File: src/rtl/adder_pipe_if.sv
// rtl/adder_pipe_if.sv - operand/result handshake bundle for adder_pipe
interface adder_pipe_if #(
    parameter int WIDTH = 32
);
    logic             in_valid;
    logic             in_ready;
    logic [WIDTH-1:0] a;
    logic [WIDTH-1:0] b;
    logic             cin;
    logic             sub;
    logic             out_valid;
    logic             out_ready;
    logic [WIDTH-1:0] sum;
    logic             cout;
    logic             ovf;

    modport master (
        output in_valid, a, b, cin, sub, out_ready,
        input  in_ready, out_valid, sum, cout, ovf
    );

    modport slave (
        input  in_valid, a, b, cin, sub, out_ready,
        output in_ready, out_valid, sum, cout, ovf
    );
endinterface

File: src/rtl/adder_pipe.sv
// rtl/adder_pipe.sv - sliced, pipelined add/sub with carry chain registered per slice
module adder_pipe #(
    parameter int WIDTH  = 32,
    parameter int STAGES = 4
) (
    input  logic        clk,
    input  logic        rst,
    adder_pipe_if.slave io
);
    localparam int W = WIDTH / STAGES;

    logic             adv;
    logic [WIDTH-1:0] b_eff;
    logic             c0;

    assign adv         = !io.out_valid || io.out_ready;
    assign io.in_ready = adv;
    assign b_eff       = io.sub ? ~io.b : io.b;
    assign c0          = io.cin ^ io.sub;

    for (genvar k = 0; k < STAGES; k++) begin : stg
        // HI = operand bits not yet consumed when this stage starts
        localparam int HI = WIDTH - k * W;

        logic [HI-1:0]      op_a;
        logic [HI-1:0]      op_b;
        logic               ci;
        logic               vi;
        logic [W:0]         slice;
        logic [(k+1)*W-1:0] sum_d;
        logic [(k+1)*W-1:0] sum_q;
        logic               c_q;
        logic               v_q;

        assign slice = {1'b0, op_a[W-1:0]} + {1'b0, op_b[W-1:0]} + {{W{1'b0}}, ci};

        if (k == 0) begin : g_src
            assign op_a  = io.a;
            assign op_b  = b_eff;
            assign ci    = c0;
            assign vi    = io.in_valid;
            assign sum_d = slice[W-1:0];
        end else begin : g_src
            assign op_a  = stg[k-1].g_skew.a_q;
            assign op_b  = stg[k-1].g_skew.b_q;
            assign ci    = stg[k-1].c_q;
            assign vi    = stg[k-1].v_q;
            assign sum_d = {slice[W-1:0], stg[k-1].sum_q};
        end

        always_ff @(posedge clk or posedge rst) begin
            if (rst) begin
                sum_q <= '0;
                c_q   <= 1'b0;
                v_q   <= 1'b0;
            end else if (adv) begin
                sum_q <= sum_d;
                c_q   <= slice[W];
                v_q   <= vi;
            end
        end

        if (k < STAGES - 1) begin : g_skew
            // upper operand slices ride along until their stage comes up
            logic [HI-W-1:0] a_q;
            logic [HI-W-1:0] b_q;

            always_ff @(posedge clk or posedge rst) begin
                if (rst) begin
                    a_q <= '0;
                    b_q <= '0;
                end else if (adv) begin
                    a_q <= op_a[HI-1:W];
                    b_q <= op_b[HI-1:W];
                end
            end
        end else begin : g_top
            logic ovf_q;
            logic c_msb;

            assign c_msb = op_a[W-1] ^ op_b[W-1] ^ slice[W-1];

            always_ff @(posedge clk or posedge rst) begin
                if (rst) begin
                    ovf_q <= 1'b0;
                end else if (adv) begin
                    ovf_q <= c_msb ^ slice[W];
                end
            end
        end
    end

    assign io.out_valid = stg[STAGES-1].v_q;
    assign io.sum       = stg[STAGES-1].sum_q;
    assign io.cout      = stg[STAGES-1].c_q;
    assign io.ovf       = stg[STAGES-1].g_top.ovf_q;
endmodule

File: src/flat_wrapper.sv
// flat-port wrapper written by rule: the top's interface ports become plain ports
module adder_pipe_flat 
#(
    parameter int WIDTH  = 32,
    parameter int STAGES = 4
)
  (clk, rst, io_in_valid, io_a, io_b, io_cin, io_sub, io_out_ready, io_in_ready, io_out_valid, io_sum, io_cout, io_ovf);
  adder_pipe_if #(.WIDTH(WIDTH)) io_i ();
  input  logic clk;
  input  logic rst;
  input wire logic [$bits(io_i.in_valid)-1:0] io_in_valid;
  input wire logic [$bits(io_i.a)-1:0] io_a;
  input wire logic [$bits(io_i.b)-1:0] io_b;
  input wire logic [$bits(io_i.cin)-1:0] io_cin;
  input wire logic [$bits(io_i.sub)-1:0] io_sub;
  input wire logic [$bits(io_i.out_ready)-1:0] io_out_ready;
  output wire logic [$bits(io_i.in_ready)-1:0] io_in_ready;
  output wire logic [$bits(io_i.out_valid)-1:0] io_out_valid;
  output wire logic [$bits(io_i.sum)-1:0] io_sum;
  output wire logic [$bits(io_i.cout)-1:0] io_cout;
  output wire logic [$bits(io_i.ovf)-1:0] io_ovf;
  assign io_i.in_valid = io_in_valid;
  assign io_i.a = io_a;
  assign io_i.b = io_b;
  assign io_i.cin = io_cin;
  assign io_i.sub = io_sub;
  assign io_i.out_ready = io_out_ready;
  assign io_in_ready = io_i.in_ready;
  assign io_out_valid = io_i.out_valid;
  assign io_sum = io_i.sum;
  assign io_cout = io_i.cout;
  assign io_ovf = io_i.ovf;
  adder_pipe #(.WIDTH(WIDTH), .STAGES(STAGES)) u_core (.clk(clk), .rst(rst), .io(io_i));
endmodule
File: config.mk
export PLATFORM = sky130hd
export DESIGN_NAME = adder_pipe_flat
export DESIGN_NICKNAME = d
export VERILOG_FILES = /design/src/rtl/adder_pipe_if.sv /design/src/rtl/adder_pipe.sv /design/src/flat_wrapper.sv
export SDC_FILE = /design/constraint.sdc
export NUM_CORES = 1
export LEC_CHECK = 0
export BUFFER_PORTS_ARGS = -buffer_cell sky130_fd_sc_hd__buf_2
export CAP_MARGIN = 25
export CORE_UTILIZATION = 40
export CTS_CLUSTER_DIAMETER = 200
export CTS_CLUSTER_SIZE = 14
export DETAILED_ROUTE_END_ITERATION = 12
export GPL_ROUTABILITY_DRIVEN = 0
export GPL_TIMING_DRIVEN = 0
export PLACE_DENSITY = 0.67
export SETUP_SLACK_MARGIN = 0.5
export SYNTH_ARGS = -nofsm -noshare
export SYNTH_HDL_FRONTEND = slang
export SYNTH_SLANG_ARGS = --single-unit
File: constraint.sdc
create_clock -name clk -period 9.69 [get_ports clk]
set_input_delay 1.938 -clock clk [delete_from_list [all_inputs] [get_ports clk]]
set_output_delay 1.938 -clock clk [all_outputs]
set_load 0.05 [all_outputs]
==> out/summary.log <==
INFO  layout         area_delta_synth_final=18.2%
INFO  layout         finish.net_count=1157
INFO  grt            first_global_vias=6310
INFO  floorplanning  die_w=147um
INFO  outcome        run_status=completed
INFO  yosys          postSynth.topFlopCell=sky130_fd_sc_hd__dfrtp_1
INFO  floorplanning  floorplan.die_area=21700um2
INFO  yosys          netlist_top_cells_area=sky130_fd_sc_hd__dfrtp_1 55%, sky130_fd_sc_hd__nand2_1 20%, sky130_fd_sc_hd__ha_1 4.2%
INFO  yosys          synth_largest_area_cell=sky130_fd_sc_hd__dfrtp_1
INFO  worst_setup_path timing.critical_path.to_type=output pin
INFO  routing        dr.max_layer_used=met4
INFO  routing        detail-route-antenna-nets=0
INFO  yosys          post-synth-top-count-cell=sky130_fd_sc_hd__nand2_1
INFO  layout         stdcell_area=9960um2
INFO  routing        num_vias=6419
INFO  routing        router_iterations_before_antenna_repair=5
INFO  timing         achievable-frequency=0.188GHz
INFO  routing        wire_per_inst=14.9um
INFO  place          post-dp-hpwl=14.5mm
INFO  yosys          async_reset_ff_frac=1.00
INFO  clocking       cts_hold_buf=0
INFO  place          placement.cell_area=9320um2
INFO  grt            grt_max_degree=121
INFO  yosys          ys_types=45
INFO  clocking       clk_path_buf_depth=2
INFO  timing         finalSetupViolations=0
INFO  routing        postRouteWirelength=19.8mm
INFO  yosys          yosys_warnings=0
INFO  timing         finalClockSkew=0.00836ns
INFO  layout         insertedDiodeCount=0
INFO  power_and_ir_drop power_switching_share=0.415
INFO  grt            grt_use_total=0.195
INFO  timing         finalCriticalPeriod=5.33ns
INFO  yosys          synth_area=8430um2
INFO  worst_setup_path timing_worst_setup_path_type=in -> out
INFO  floorplanning  io_pins=106
INFO  grt            number_of_antenna_violations_at_the_first_check_in_global_routing=0
INFO  worst_setup_path worstSetupStartpointType=primary input
INFO  floorplanning  total_number_of_placement_rows=52
INFO  power_and_ir_drop pwr-share-seq=0.372
INFO  routing        route.detailed.drc=0
INFO  power_and_ir_drop p_per_area=357nW/um2
INFO  yosys          number_of_flops_mapped_to_enable_cells_by_yosys=0
INFO  power_and_ir_drop leakagePower=5.12nW
INFO  clocking       clock_insertion_delay_worst_skew=0.43ns
INFO  layout         final_core_util=0.487
INFO  power_and_ir_drop power_switching=0.00148W
INFO  power_and_ir_drop comb_power_share=0.419
INFO  grt            overflow=0
INFO  floorplanning  die_height=147um
INFO  timing         min_period_over_period=0.550
INFO  clocking       post-cts-setup-buffers=0
INFO  clocking       postCtsResizedCells=0
INFO  routing        sum_of_met2_wire_segment_lengths_after_detailed_routing=9.23mm
INFO  clocking       cts_inserted_buffers=17
INFO  clocking       clk_transition_reported_paths=0.06ns
INFO  worst_setup_path cp_data_required_time=7.75ns
INFO  floorplanning  effective_utilization_at_floorplan=0.412
INFO  grt            grt_first_pass_wirelength=32.4mm
INFO  timing         timing.slew.headroom=0.520
INFO  timing         unrepaired_setup_endpoints_after_global_routing=no
INFO  power_and_ir_drop cellInternalPower=0.00208W
INFO  flow_run       max_cap_violations=0
INFO  routing        wl_met3=935um
INFO  place          port-buffer-count=104
INFO  power_and_ir_drop ir_drop=0.117mV
INFO  timing         tightestPinTransition=0.720ns
INFO  yosys          post_synth_inst_count=927
INFO  routing        vias_per_cell=4.81
INFO  routing        drt_first_iter_violations=418
INFO  yosys          post_synthesis_average_cell_area=9.09um2
INFO  layout         post_route_cells_drive_above_1_share=0.150
INFO  worst_setup_path critical_path_peak_fanout=10
INFO  routing        detailed_routing_wirelength_on_met1=9.24mm
INFO  timing         number_of_hold_violations_in_the_final_report=0
INFO  timing         final_tns_setup=0ns
INFO  power_and_ir_drop clockPowerShare=0.209
INFO  yosys          syn-num-nets=1033
INFO  clocking       num_clock_sinks=185
INFO  yosys          yosysSeqAreaShare=0.549
INFO  floorplanning  core-area=20400um2
INFO  yosys          post_synth_most_frequent_cells=438 x sky130_fd_sc_hd__nand2_1, 185 x sky130_fd_sc_hd__dfrtp_1, 35 x sky130_fd_sc_hd__o21ai_0, 35 x sky130_fd_sc_hd__xnor2_1, 32 x sky130_fd_sc_hd__a21oi_1
INFO  clocking       tritoncts=yes
INFO  timing         slew_violations=0
INFO  worst_setup_path worst_ep_arrival_time=3.39ns
INFO  yosys          ys_seq_elements=185
INFO  clocking       clk_root_buffer_cell=sky130_fd_sc_hd__clkbuf_16
INFO  min_path       min-delay-path-class=reg -> reg
INFO  yosys          synth_top_area_share=0.549
INFO  clocking       cts_max_level=4
==> power groups by stage <==
stage / logic [W] / clock network, W / registers, W
floorplan: 0.000876 / 0 / 0.00154
global placement: 0.00145 / 0 / 0.00133
detailed placement: 0.00149 / 0 / 0.00133
CTS: 0.00150 / 0.000753 / 0.00132
global route: 0.00166 / 0.000784 / 0.00136
finish: 0.00149 / 0.000744 / 0.00132
==> cell usage in the layout (no fill, tap or decap), types with 3 or more instances in the layout <==
master and n:
sky130_fd_sc_hd__clkbuf_8 3, sky130_fd_sc_hd__xor2_1 16, sky130_fd_sc_hd__a21o_1 14, sky130_fd_sc_hd__fa_1 8, sky130_fd_sc_hd__a21oi_1 32, sky130_fd_sc_hd__xnor2_1 35, sky130_fd_sc_hd__ha_1 28, sky130_fd_sc_hd__nand2b_1 3
sky130_fd_sc_hd__nand2_1 438, sky130_fd_sc_hd__nand4b_1 3, sky130_fd_sc_hd__nor3b_1 3, sky130_fd_sc_hd__buf_2 123, sky130_fd_sc_hd__clkbuf_1 22, sky130_fd_sc_hd__nand4_1 3, sky130_fd_sc_hd__bufinv_16 4, sky130_fd_sc_hd__nor3_1 3
sky130_fd_sc_hd__dfrtp_1 185, sky130_fd_sc_hd__nand3_1 6, sky130_fd_sc_hd__inv_1 7, sky130_fd_sc_hd__buf_1 10, sky130_fd_sc_hd__o21ai_0 35, sky130_fd_sc_hd__clkinv_2 3, sky130_fd_sc_hd__clkbuf_16 17, sky130_fd_sc_hd__o211ai_1 3
sky130_fd_sc_hd__a211oi_1 4, sky130_fd_sc_hd__nor2_1 18
==> state kept, by name, indices dropped and copies added, names as in the netlist <==
name	count
u_core.io.sum	32
u_core.io.ovf	1
u_core.stg.c_q	3
u_core.stg.g_skew.b_q	48
u_core.stg.g_skew.a_q	48
u_core.stg.v_q	3
u_core.io.cout	1
u_core.io.out_valid	1
u_core.stg.sum_q	48
==> worst max-delay path, stage by stage <==
cell                      delay, ns
sky130_fd_sc_hd__buf_2         0.08
sky130_fd_sc_hd__nor2b_1       0.04
sky130_fd_sc_hd__buf_2         0.19
sky130_fd_sc_hd__inv_2         0.14
sky130_fd_sc_hd__buf_2         0.31
sky130_fd_sc_hd__buf_2         0.36
sky130_fd_sc_hd__buf_2         0.33
==> final timing paths <==
kind	from	end	slack (ns)	depth (start not counted)
max in group asynchronous	rst	u_core.stg[2].g_skew.a_q[4]	7.20	3
min in group asynchronous	rst	u_core.stg[0].sum_q[7]	1.53	2
setup reg to reg	u_core.stg[1].g_skew.b_q[0]	u_core.stg[2].c_q	7.25	7
setup / recovery	io_out_ready	io_in_ready	4.36	7
hold reg to reg	u_core.io.sum[16]	u_core.io.sum[16]	0.46	2
hold / removal	u_core.io.sum[16]	u_core.io.sum[16]	0.46	2
==> stage by stage <==
| stage | worst slack [ns] | hold slack [ns] | std cells | power (W) |
|---|---|---|---|---|
| after floorplan | 2.72 | 0.430 | 927 | 0.00241 |
| after global placement | 0.635 | 0.446 | 1301 | 0.00278 |
| after detailed placement | 4.36 | 0.449 | 1302 | 0.00283 |
| after CTS | 4.36 | 0.462 | 1334 | 0.00357 |
| after global routing | 4.28 | 0.479 | 1334 | 0.00381 |
| final | 4.36 | 0.461 | 1334 | 0.00356 |
==> metal layers <==
metal | vias to the layer above | track usage
li1 | 3212 | -
met1 | 3029 | 0.260
met2 | 149 | 0.312
met3 | 29 | 0.0398
met4 | 0 | 0.0753
met5 | - | 0
==> final cells by class <==
cell class	instances	area, um2
fill	2022	10500
sequential	185	4630
multi-input combinational	683	3550
timing repair buffer	105	548
clock buffer	21	470
tap	270	338
buffer	50	211
clock inverter	11	168
inverter	9	41.3
==> logic make-up (layout without fill, tap and decap cells) <==
group           Yosys count  after routing  synth area share
compound gates          108            108            0.0796
xor+xnor                 51             51            0.0530
fa+ha+maj                36             36            0.0606
buf+inv                  59            196            0.0291
flops                   185            185             0.549
simple gates            488            488             0.228
Power figures use the tool's default switching activity.
